File: src/rtl/vga_fb_arbiter.sv
// vga_fb_arbiter: shares the framebuffer SRAM between APB writes and raster prefetch
// into a show-ahead pixel FIFO feeding the VGA timing generator.
module vga_fb_arbiter #(
  parameter int AW     = 20,
  parameter int DEPTH  = 8,
  parameter int LOW_WM = 4,
  parameter int NPIX   = 307200
) (
  input  logic          clock,
  input  logic          reset,
  input  logic          wr_req,
  input  logic [AW-1:0] wr_addr,
  input  logic [31:0]   wr_data,
  input  logic [3:0]    wr_strb,
  output logic          wr_ack,
  input  logic          frame_start,
  input  logic          pix_pop,
  output logic [23:0]   pix_data,
  output logic          pix_empty,
  output logic          underflow,
  output logic          mem_en,
  output logic          mem_we,
  output logic [AW-1:0] mem_addr,
  output logic [31:0]   mem_wdata,
  output logic [3:0]    mem_wmask,
  input  logic [31:0]   mem_rdata
);
  localparam int PW = $clog2(NPIX + 1);
  localparam int CW = $clog2(DEPTH + 1);
  localparam int IW = $clog2(DEPTH);
  typedef enum logic {S_DONE, S_FETCH} state_t;
  state_t        r_state, w_state_nxt;
  logic [PW-1:0] r_ptr, w_ptr_nxt;
  logic [CW-1:0] r_count;
  logic [IW-1:0] r_wp, r_rp;
  logic [23:0]   r_fifo [DEPTH];
  logic          r_pend, r_uf;
  logic [CW:0]   w_occ;
  logic          w_elig, w_rd_pri, w_rd, w_wr, w_push, w_pop;
  logic          w_unused_hi;
  always_comb begin
    w_occ       = {1'b0, r_count} + (CW+1)'(r_pend);
    w_elig      = !reset && !frame_start && r_state == S_FETCH && w_occ < (CW+1)'(DEPTH);
    w_rd_pri    = w_elig && w_occ < (CW+1)'(LOW_WM);
    w_wr        = !reset && wr_req && !w_rd_pri;
    w_rd        = w_elig && !w_wr;
    w_push      = r_pend && !frame_start;
    w_pop       = pix_pop && r_count != '0;
    w_ptr_nxt   = r_ptr + 1'b1;
    w_state_nxt = frame_start ? S_FETCH :
                  (w_rd && w_ptr_nxt == PW'(NPIX)) ? S_DONE : r_state;
    wr_ack      = w_wr;
    mem_en      = w_rd || w_wr;
    mem_we      = w_wr;
    mem_addr    = w_wr ? wr_addr : w_rd ? AW'(r_ptr) : '0;
    mem_wdata   = w_wr ? wr_data : '0;
    mem_wmask   = w_wr ? wr_strb : '0;
    pix_empty   = r_count == '0;
    pix_data    = pix_empty ? '0 : r_fifo[r_rp];
    underflow   = r_uf;
    w_unused_hi = ^mem_rdata[31:24];
  end
  always_ff @(posedge clock) begin
    if (reset) begin
      r_state <= S_DONE;
      r_ptr   <= '0;
      r_count <= '0;
      r_wp    <= '0;
      r_rp    <= '0;
      r_pend  <= 1'b0;
      r_uf    <= 1'b0;
    end else begin
      r_state <= w_state_nxt;
      r_pend  <= w_rd;
      r_uf    <= frame_start ? 1'b0 : (r_uf || (pix_pop && r_count == '0));
      if (frame_start) begin
        r_ptr   <= '0;
        r_count <= '0;
        r_wp    <= '0;
        r_rp    <= '0;
      end else begin
        if (w_rd) r_ptr <= w_ptr_nxt;
        if (w_push) r_wp <= r_wp + 1'b1;
        if (w_pop) r_rp <= r_rp + 1'b1;
        r_count <= r_count + CW'(w_push) - CW'(w_pop);
      end
    end
  end
  // Storage needs no reset: the count alone decides what is visible.
  always_ff @(posedge clock) begin
    if (!reset && w_push) r_fifo[r_wp] <= mem_rdata[23:0];
  end
endmodule

File: config.mk
export PLATFORM = sky130hd
export DESIGN_NAME = vga_fb_arbiter
export DESIGN_NICKNAME = d
export VERILOG_FILES = /design/src/rtl/vga_fb_arbiter.sv
export SDC_FILE = /design/constraint.sdc
export NUM_CORES = 1
export LEC_CHECK = 0
export BUFFER_PORTS_ARGS = -buffer_cell sky130_fd_sc_hd__clkbuf_2
export CAP_MARGIN = 10
export CORE_ASPECT_RATIO = 0.75
export CORE_MARGIN = 10
export CORE_UTILIZATION = 56
export CTS_CLUSTER_DIAMETER = 60
export DETAILED_ROUTE_END_ITERATION = 10
export GPL_ROUTABILITY_DRIVEN = 0
export PLACE_DENSITY_LB_ADDON = 0.05
export SLEW_MARGIN = 20
export SYNTH_ARGS = -nofsm -noshare
export SYNTH_HDL_FRONTEND = slang
export SYNTH_SLANG_ARGS = --single-unit
File: constraint.sdc
create_clock -name clock -period 4.13 [get_ports clock]
set_input_delay 0.826 -clock clock [delete_from_list [all_inputs] [get_ports clock]]
set_output_delay 0.826 -clock clock [all_outputs]
set_load 0.01 [all_outputs]
==> flow_metrics.tcl <==
set metrics [dict create \
    p_total_mw 5.461 \
    ant_nets 0 \
    postCtsSetupRepairBufs 0 \
    fill_cells 1168 \
    fin_cells 1067 \
    clock_latency_ps 500 \
    start_util_pct 57.86 \
    area_delta_synth_final_pct 18.68 \
    first_global_vias 6116 \
    maxCapViolCount 0 \
    grt_max_degree 42 \
    ff_latch_area_um2 6471 \
    hold_viol 0 \
    fp.dieH_um 134.9 \
    yosys_register_bits 227 \
    wl_mm 22.52 \
    num_vias 5944 \
    crit_type "reg2out" \
    synthArstFlopShare_pct 0 \
    rsz0062_at_grt "false" \
    vdd_ir_drop_max_mv 0.3254 \
    core_region_area_um2 17030 \
    hp-class "reg2reg" \
    dp.cells 1024 \
    seq_area_frac_synth_pct 65.62 \
    root_buffer "clkbuf_16" \
    dp_hpwl_mm 14.50 \
    status "finished, final reports clean" \
    synth_cells 646 \
    start_kind "flip-flop" \
    layout.nets 918 \
    fin_crit_sh_pct 91.01 \
    vias_per_cell 5.571 \
    io_buffer_count 169 \
    final_common_cell "edfxtp_1" \
    syn_area_per_cell_um2 15.25 \
    cts.sinks 227 \
    synthesis.nets 750 \
    r2r_slack_ps 1370 \
    cts_tree "yes" \
    yosysWarningCount 0 \
    drc 0 \
    drt_iter0_markers 433 \
    power_density_nw_per_um2 467.0 \
    synth.cell_area_um2 9854 \
    setup_violations 0 \
    skew_ps 10.66 \
    die_w_um 173.2 \
    path_clk_slew_ps 60 \
    period_needed_ps 3759 \
    final_cell_mix "192 x edfxtp_1, 169 x clkbuf_2, 61 x nor2_1" \
    rows 41 \
    fin_tns_setup_ps 0 \
    clockBufferDepth 3 \
    end_kind "primary output" \
    max-slew-margin-rel_pct 37.15 \
    drive_gt1_share_pct 36.14 \
    crit_arrival_ps 2930 \
    top_level_ports 178 \
    synth_ff_type "edfxtp_1" \
    ys_types 53 \
    multi_input_area_um2 3167 \
    grt_pass1_wl_mm 35.42 \
    synth_edf_count 192 \
    grt_overflow 0 \
    p_leak_nw 4.145 \
    antenna_found_initial 1 \
    worst_slew_pin_slew_ps 941.4 \
    ctsHoldBuffers 0 \
    wl_per_cell_um 21.11 \
    crit_fanout 36 \
    maxSlewViolCount 0 \
    clock.fmax_mhz 266.1 \
    fp.dieArea_um2 23360 \
    firstDrtPassIters 5 \
    grt_usage_pct 19.08 \
    cts_buffers 23 \
    h-tree-depth 1 \
    worstPathRequired_ps 3300 \
]
## stage by stage
stage	hold WS, ps	area, um^2	setup WS [ps]	utilization [%]
global route	530.3	11700	122.7	68.67
finish	488.6	11700	371.5	68.67
global placement	463.2	10930	786.4	64.15
detailed placement	477.2	10930	624.4	64.15
CTS	494.6	11680	182.5	68.59
floorplan	469.5	9854	565.2	-
## final timing paths
| path | from | depth (start not counted) | end |
|---|---|---|---|
| setup reg to reg | r_count[2] | 12 | r_count[2] |
| hold / removal | underflow | 2 | underflow |
| setup / recovery | r_count[1] | 9 | mem_addr[11] |
| hold reg to reg | underflow | 2 | underflow |
## synth_stat cells (14+ instances only)
library cell / count / share of area [%]
buf_2: 15 / 0.76
nand2_1: 47 / 1.8
xor2_1: 20 / 1.8
and2_1: 41 / 2.6
o21ai_0: 19 / 0.96
mux4_2: 48 / 11
dfxtp_1: 35 / 7.1
nor2_1: 68 / 2.6
edfxtp_1: 192 / 59
nand4_1: 14 / 0.89
mux2i_1: 27 / 2.7
clkbuf_1: 16 / 0.61
## report_power, final
| group | switching, mW | internal [mW] | total (mW) |
|---|---|---|---|
| combinational | 0.482 | 0.365 | 0.847 |
| sequential | 0.0531 | 2.50 | 2.56 |
| clock | 0.834 | 1.22 | 2.06 |
| total | 1.37 | 4.09 | 5.46 |
## layout make-up
type / count / area share (%)
Multi-Input combinational cell: 368 / 27.08
Clock buffer: 31 / 5.520
Timing Repair Buffer: 186 / 8.324
Tap cell: 236 / 2.525
Sequential cell: 227 / 55.33
Inverter: 8 / 0.2568
Antenna cell: 1 / 0.02140
Clock inverter: 10 / 0.9415
## routing by layer
metal	share of wire, %	GRT usage [%]
met2	49	32.06
met1	43	25.18
met3	6.3	3.788
met4	1.8	4.682
met5	0	0
## sequential cells by signal, summed over array words and instances, names as in the netlist, named ones only
register   flops
r_rp           3
r_pend         1
r_fifo       192
underflow      1
r_wp           3
r_count        4
r_ptr         19
r_state        1
## kinds of logic after synthesis
kind of cell / after synthesis / share of synthesized area (%)
DFF: 227 / 65.62
and+or+nand+nor: 215 / 11.14
muxes: 75 / 13.71
buffers and inverters: 52 / 2.755
AOI/OAI and AO/OA: 36 / 2.565
xor gates and xnor gates: 30 / 2.743
adders and majority gates: 11 / 1.473
## what timing repair did
item / 4_1_cts / 5_1_grt
gates resized for setup: 0 / 1
endpoints found under the setup margin: 0 / 8
endpoints found under the hold margin: 0 / 0
## worst max-delay path: stages, from the launching register on
cell      delay, ps
dfxtp_1         540
ha_1            230
nand3_2         100
xnor2_2         320
nor3_2          150
nor2_4          390
buf_4           370
nand2_1          90
o21ai_0          70
clkbuf_2        160
Power figures use the tool's default switching activity.
